[src/rtl/pipe_ctrl_pkg.sv]
// Shared types and constants for the pipeline hazard/halt controller.
package pipe_ctrl_pkg;

    typedef enum logic [1:0] {
        ST_RUN   = 2'd0,
        ST_DRAIN = 2'd1,
        ST_HALT  = 2'd2
    } ctrl_state_t;

    localparam logic [1:0] DRAIN_CYCLES = 2'd3;
    localparam logic [4:0] REG_ZERO     = 5'd0;

endpackage

[src/rtl/hazard_detect.sv]
// Load-use hazard: the ID instruction needs a register the load in EX has not produced yet.
module hazard_detect
    import pipe_ctrl_pkg::*;
(
    input  logic       load_ex,
    input  logic [4:0] rt_ex,
    input  logic [4:0] rs_id,
    input  logic [4:0] rt_id,
    input  logic       uses_rt_id,
    output logic       load_use
);

    // r0 is hardwired zero, so a load targeting it never creates a dependency
    assign load_use = load_ex && (rt_ex != REG_ZERO) &&
                      ((rt_ex == rs_id) || (uses_rt_id && (rt_ex == rt_id)));

endmodule

[src/rtl/pipeline_ctrl.sv]
// Pipeline control: freeze on memory busy, branch flush, load-use bubble and halt drain.
//
// state    | meaning
// ---------+------------------------------------------------------------
// ST_RUN   | normal issue; branch flush / load-use bubble / halt detect
// ST_DRAIN | halt seen in ID; front end frozen while older instrs retire
// ST_HALT  | pipeline drained; stays here until reset
module pipeline_ctrl
    import pipe_ctrl_pkg::*;
(
    input  logic        clk,
    input  logic        rst_b,
    input  logic        mem_busy,
    input  logic        branch_taken_ex,
    input  logic        load_ex,
    input  logic [4:0]  rt_ex,
    input  logic [4:0]  rs_id,
    input  logic [4:0]  rt_id,
    input  logic        uses_rt_id,
    input  logic        halted_id,
    output logic        pc_we,
    output logic        if_id_en,
    output logic        if_id_flush,
    output logic        id_ex_flush,
    output logic        halted,
    output logic [15:0] stall_cnt
);

    ctrl_state_t state;
    logic [1:0]  drain_cnt;
    logic        load_use;
    logic        start_drain;

    hazard_detect u_hazard_detect (
        .load_ex    (load_ex),
        .rt_ex      (rt_ex),
        .rs_id      (rs_id),
        .rt_id      (rt_id),
        .uses_rt_id (uses_rt_id),
        .load_use   (load_use)
    );

    always_comb begin
        pc_we       = 1'b1;
        if_id_en    = 1'b1;
        if_id_flush = 1'b0;
        id_ex_flush = 1'b0;
        start_drain = 1'b0;
        if (mem_busy) begin
            pc_we    = 1'b0;
            if_id_en = 1'b0;
        end else begin
            case (state)
                ST_RUN: begin
                    // a taken branch squashes a wrong-path halt sitting in ID
                    if (branch_taken_ex) begin
                        if_id_flush = 1'b1;
                        id_ex_flush = 1'b1;
                    end else if (halted_id) begin
                        pc_we       = 1'b0;
                        if_id_en    = 1'b0;
                        id_ex_flush = 1'b1;
                        start_drain = 1'b1;
                    end else if (load_use) begin
                        pc_we       = 1'b0;
                        if_id_en    = 1'b0;
                        id_ex_flush = 1'b1;
                    end
                end
                ST_DRAIN: begin
                    pc_we       = 1'b0;
                    if_id_en    = 1'b0;
                    id_ex_flush = 1'b1;
                end
                default: begin
                    pc_we    = 1'b0;
                    if_id_en = 1'b0;
                end
            endcase
        end
    end

    always_ff @(posedge clk or negedge rst_b) begin
        if (!rst_b) begin
            state     <= ST_RUN;
            drain_cnt <= 2'd0;
            halted    <= 1'b0;
            stall_cnt <= 16'd0;
        end else begin
            if ((state != ST_HALT) && !pc_we && (stall_cnt != 16'hFFFF))
                stall_cnt <= stall_cnt + 16'd1;
            if (!mem_busy) begin
                case (state)
                    ST_RUN: begin
                        if (start_drain) begin
                            state     <= ST_DRAIN;
                            drain_cnt <= DRAIN_CYCLES;
                        end
                    end
                    ST_DRAIN: begin
                        if (drain_cnt == 2'd1) begin
                            state     <= ST_HALT;
                            halted    <= 1'b1;
                            drain_cnt <= 2'd0;
                        end else begin
                            drain_cnt <= drain_cnt - 2'd1;
                        end
                    end
                    default: ;
                endcase
            end
        end
    end

endmodule
[config.mk]
export PLATFORM = sky130hd
export DESIGN_NAME = pipeline_ctrl
export DESIGN_NICKNAME = d
export VERILOG_FILES = /design/src/rtl/pipe_ctrl_pkg.sv /design/src/rtl/hazard_detect.sv /design/src/rtl/pipeline_ctrl.sv
export SDC_FILE = /design/constraint.sdc
export NUM_CORES = 1
export LEC_CHECK = 0
export BUFFER_PORTS_ARGS = -buffer_cell sky130_fd_sc_hd__buf_2
export CAP_MARGIN = 20
export CORE_ASPECT_RATIO = 1.5
export CORE_MARGIN = 1
export CORE_UTILIZATION = 40
export DETAILED_ROUTE_END_ITERATION = 10
export HOLD_SLACK_MARGIN = 0.1
export PLACE_DENSITY = 0.76
export SLEW_MARGIN = 0
export SYNTH_ARGS = -nofsm -noshare
export SYNTH_HDL_FRONTEND = slang
export SYNTH_SLANG_ARGS = --single-unit
export TNS_END_PERCENT = 20
[constraint.sdc]
create_clock -name clk -period 5.9 [get_ports clk]
set_clock_uncertainty 0.1 [all_clocks]
set_input_delay 1.18 -clock clk [delete_from_list [all_inputs] [get_ports clk]]
set_output_delay 1.18 -clock clk [all_outputs]
set_load 0.1 [all_outputs]
# [Word-level counts from Yosys, hierarchy flattened]
# Index checks and enable logic that the tools add are counted.
[word_totals] regBits=21 latch_bits=0 mem_bits_rw=0 rom_bits=0 out_inout_bits=21 mem_count=0
[classes] add_sub_neg=2 n_mul=0 div=0 n_lt_le_gt_ge=0 n_eq_ne=8 n_shift=0 mux=23 bitwise=1 n_reduce_logical=13
[ops] operator="$add A16 B1 Y16 const B" n=1
[ops] operator="$mux W1" n=16
[ops] operator="$ne A16 B16 Y1 const B" n=1
[ops] operator="$eq A5 B5 Y1" n=2
[ops] operator="$mux W2" n=4
[ops] operator="$pmux W2 S2" n=2
[ops] operator="$ne A2 B2 Y1 const B" n=3
[ops] operator="$reduce_and A3 Y1" n=2
[ops] operator="$logic_and A1 B1 Y1" n=5
[ops] operator="$reduce_bool A5 Y1" n=1
[ops] operator="$eq A2 B1 Y1 const B" n=2
[ops] operator="$reduce_and A4 Y1" n=1
[ops] operator="$logic_not A2 Y1" n=1
[ops] operator="$pmux W1 S2" n=1
[ops] operator="$reduce_bool A2 Y1" n=1
[ops] operator="$sub A2 B1 Y2 const B" n=1
[ops] operator="$logic_not A1 Y1" n=1
[ops] operator="$logic_or A1 B1 Y1" n=1
[ops] operator="$not A1 Y1" n=1

# [Depth between registers and ports, before layout]
[logic_depth] ltp_word=12 mapped_depth=8 mapped_depth_nobuf=7

# [By module]
# Synthesis repeated with hierarchy kept, for this count alone.
[hier_totals] cells_unflattened=119 hier_area_um2=1241.2
[by_module_without_submodules] mod="pipeline_ctrl" instances=1 cells_each=102 area_per_inst_um2=1108.6 seq_area_each_um2=525.5
[by_module_without_submodules] mod="hazard_detect" instances=1 cells_each=17 area_per_inst_um2=132.6 seq_area_each_um2=0.0

# [Worst setup path after synthesis]
# OpenSTA, ideal clock, no wires.
[synth_path] kind="input -> output" start="input port rt_ex[0]" end="output port pc_we" arrival_time_ns=3.185 path_slack_ns=1.435 stages=6 path_buffers=1 path_cell_list="or4_4 o21ai_0 nor2_1 nor2_1 o21a_1 buf_4"
[synth_between] elab_chain_len=9
[synth_lines] element="start, declared" line_no="pipeline_ctrl.sv:16" text="input logic [4:0] rt_ex,"
[synth_lines] element="$eq A5 B5 Y1" line_no="hazard_detect.sv:15" text="((rt_ex == rs_id) || (uses_rt_id && (rt_ex == rt_id)));"
[synth_lines] element="$logic_and A1 B1 Y1" line_no="hazard_detect.sv:15"
[synth_lines] element="$logic_or A1 B1 Y1" line_no="hazard_detect.sv:15"
[synth_lines] element="$logic_and A1 B1 Y1 (*)" line_no="hazard_detect.sv:14" text="assign load_use = load_ex && (rt_ex != REG_ZERO) &&"
[synth_lines] element="$mux W1 (*) (5 in series)"
[synth_lines] element="end, declared" line_no="pipeline_ctrl.sv:21" text="output logic pc_we,"
# Mark *: on every way between the ends. The rest lies on a longest branch, timed or not.

# [Worst setup path in the final report]
[layout_path] start="input port rt_ex[3]" end="output port pc_we"
[layout_between] elab_chain_len=9
[layout_lines] element="$eq A5 B5 Y1" line_no="hazard_detect.sv:15"
[layout_lines] element="$logic_and A1 B1 Y1" line_no="hazard_detect.sv:15"
[layout_lines] element="$logic_or A1 B1 Y1" line_no="hazard_detect.sv:15"
[layout_lines] element="$logic_and A1 B1 Y1 (*)" line_no="hazard_detect.sv:14"
[layout_lines] element="$mux W1 (*)" line_no="pipeline_ctrl.sv:64" text="end else if (load_use) begin"
[layout_lines] element="$mux W1 (*)" line_no="pipeline_ctrl.sv:59" text="end else if (halted_id) begin"
[layout_lines] element="$mux W1 (*)" line_no="pipeline_ctrl.sv:56" text="if (branch_taken_ex) begin"
[layout_lines] element="$mux W1 (*)" line_no="pipeline_ctrl.sv:53" text="case (state)"
[layout_lines] element="$mux W1 (*)" line_no="pipeline_ctrl.sv:49" text="if (mem_busy) begin"
# Marked as above.

==> results.toml <==
[place]
place.gp.congestion = 0.801
placed_area_mm2 = 0.00146
place_hpwl_um = 2060
portBuffers = 42

[final_layout]
fill_cells = 292
final_cell_mix = "buf_2, dfrtp_1, xnor2_1"
syn_to_final_growth_pct = 23.4
register_area_um2 = 526
layout.nets = 191
layout_commonest_cell = "buf_2"
stdcell_area_mm2 = 0.00151
antenna_cells = 0
drive_gt1_share_pct = 33.1
multiInputGateArea_um2 = 664
fin_util_pct = 51.7

[cts]
htreeDepth = 1
ctsResizeCount = 0
clock_latency_ns = 0.26
clk_pin_slew_ns = 0.08
root_buffer = "clkbuf_8"
cts_tree = "yes"
cts_buffers = 3
cts.sink_count = 21
post_cts_buffers = 0
cts_hold_buf = 0
ctsLongestPathBuffers = 2

[sta]
slew_violations = 0
whs_ns = 0.382
timing.fmax_ghz = 0.243
slew_headroom_pct = 67.5
setup_tns_ns = 0
period_needed_ns = 4.11
final.period_utilization_pct = 69.7
hold_viol_final = 0
grt_setup_unrepaired = "false"
setup_viol = 0
tightest_slew_ns = 0.491

[yosys]
ys_seq_area_share_pct = 43.1
synth.distinct_cells = 36
synth_nets = 147
syn_inst = 123
async_reset_ff_share_pct = 100
synth_adder_area_share_pct = 2.05
synth_edf_count = 0
synth-compound-area-share_pct = 12.1
netlist_area_mm2 = 0.00122
synthMuxAreaShare_pct = 0.923
ys.flop_type = "dfrtp_1"
synth_top_family_by_area = "simple AND/OR/NAND/NOR gates"
synth_xor_area_share_pct = 17.2
synthSimpleGateAreaFrac_pct = 22.2
avgSynthCellArea_um2 = 9.92
synth_warnings = 0
ys_ff_latch = 21

[detailed_routing]
viasPerCell = 5.15
routedWlPerCell_um = 12.7
antenna_left = 0
finalWirelength_um = 2600
dr.first_iter.drc_count = 35
drc_errors = 0
vias = 1055
firstDrtPassIters = 4

[hold_path]
min_to = "halted"
whs_path_depth = 1
hold_start = "halted"
hp-class = "register to register"

[outcome]
status = "finished clean"

[grt]
grtUsageTotal_pct = 16.7
grt_max_degree = 22
grt_pass1_wl_um = 4060
antenna_found_initial = 0
grt-ovfl-total = 0
first_global_vias = 1069

[setup_path]
worstSetupPathType = "input pin to output pin"
cp-start-kind = "input pin"
worstPathMaxFanout = 3
cp_data_required_time_ns = 4.62
regToRegSetupSlack_ns = 3.64
end_kind = "output pin"
r2r_end = "stall_cnt[1]"
reg2reg_depth = 6
crit_arrival_ns = 2.83
timing.rr.start = "stall_cnt[0]"

[floorplanning]
io_pins = 43
start_util_pct = 41.9
die_w_um = 47.1
core_mm2 = 0.00291
die_area_mm2 = 0.00328
num_rows = 24
fp.dieH_um = 69.6

[run]
maxCapViolCount = 0

[pwr]
ir_drop_uv = 512
p_leak_nw = 0.697
p_per_area_mw_per_mm2 = 481
==> logic make-up after synthesis <==
family,after synthesis
AND/OR/NAND/NOR,51
XOR/XNOR,24
buffers and inverters,5
adder cells (fa/ha/maj),2
multiplexers,1
flip-flops,21
AO/OA/AOI/OAI,19
==> report_power, final <==
group | internal [W] | leakage [nW] | switching [W]
combinational | 0.0000904 | 0.409 | 0.000304
clock | 0.0000477 | 0.0217 | 0.0000472
sequential | 0.000184 | 0.266 | 0.0000504
total | 0.000322 | 0.697 | 0.000401
==> stage by stage <==
stage | setup slack, ns | std cells | power, W
after floorplan | 1.44 | 123 | 0.000563
after global placement | 1.90 | 201 | 0.000619
after detailed placement | 1.78 | 201 | 0.000633
after CTS | 1.77 | 205 | 0.000730
after global routing | 1.71 | 205 | 0.000759
final | 1.79 | 205 | 0.000723
==> synth_stat cells (all sizes together), types with 3 or more instances <==
cell type / instances / area [um^2]
and3: 3 / 18.8
o21ai: 5 / 36.3
nor2: 12 / 45.0
nand2: 12 / 45.0
xor2: 10 / 87.6
nand4: 3 / 18.8
a21oi: 3 / 15.0
nand3: 6 / 30.0
xnor2: 14 / 123
and2: 5 / 32.5
dfrtp: 21 / 526
==> worst max path at each step <==
stage | start | endpoint | slack (ns)
floorplan | rt_ex[0] | pc_we | 1.44
global placement | rt_ex[1] | pc_we | 1.90
detailed placement | rt_ex[3] | if_id_en | 1.78
CTS | rt_ex[2] | if_id_en | 1.77
global route | rt_ex[1] | pc_we | 1.71
finish | rt_ex[3] | pc_we | 1.79
==> area by class of cell <==
class / instances / area share, %
Multi-Input combinational cell: 97 / 44.1
Clock inverter: 1 / 0.499
Sequential cell: 21 / 34.9
Tap cell: 39 / 3.24
Timing Repair Buffer: 42 / 14.0
Inverter: 2 / 0.499
Clock buffer: 3 / 2.74
==> sequential cells by signal, indices dropped and copies added, names as in the netlist <==
name and flops:
drain_cnt 2, halted 1, state 2, stall_cnt 16
==> critical path: stages <==
cell and delay, ns:
buf_2 0.13, xor2_1 0.21, nor4_2 0.08, a32oi_1 0.44, nor2_1 0.14, nor2_1 0.11, o21a_1 0.12, buf_2 0.42
==> routing by layer <==
| metal | vias up | global-route usage [%] | part of all wire [%] |
|---|---|---|---|
| met4 | 0 | 6.67 | 1.5 |
| li1 | 510 | - | - |
| met5 | - | 0 | 0 |
| met1 | 502 | 16.8 | 40 |
| met3 | 4 | 1.04 | 5.0 |
| met2 | 39 | 31.9 | 54 |
(Power assumes the default switching activity.)
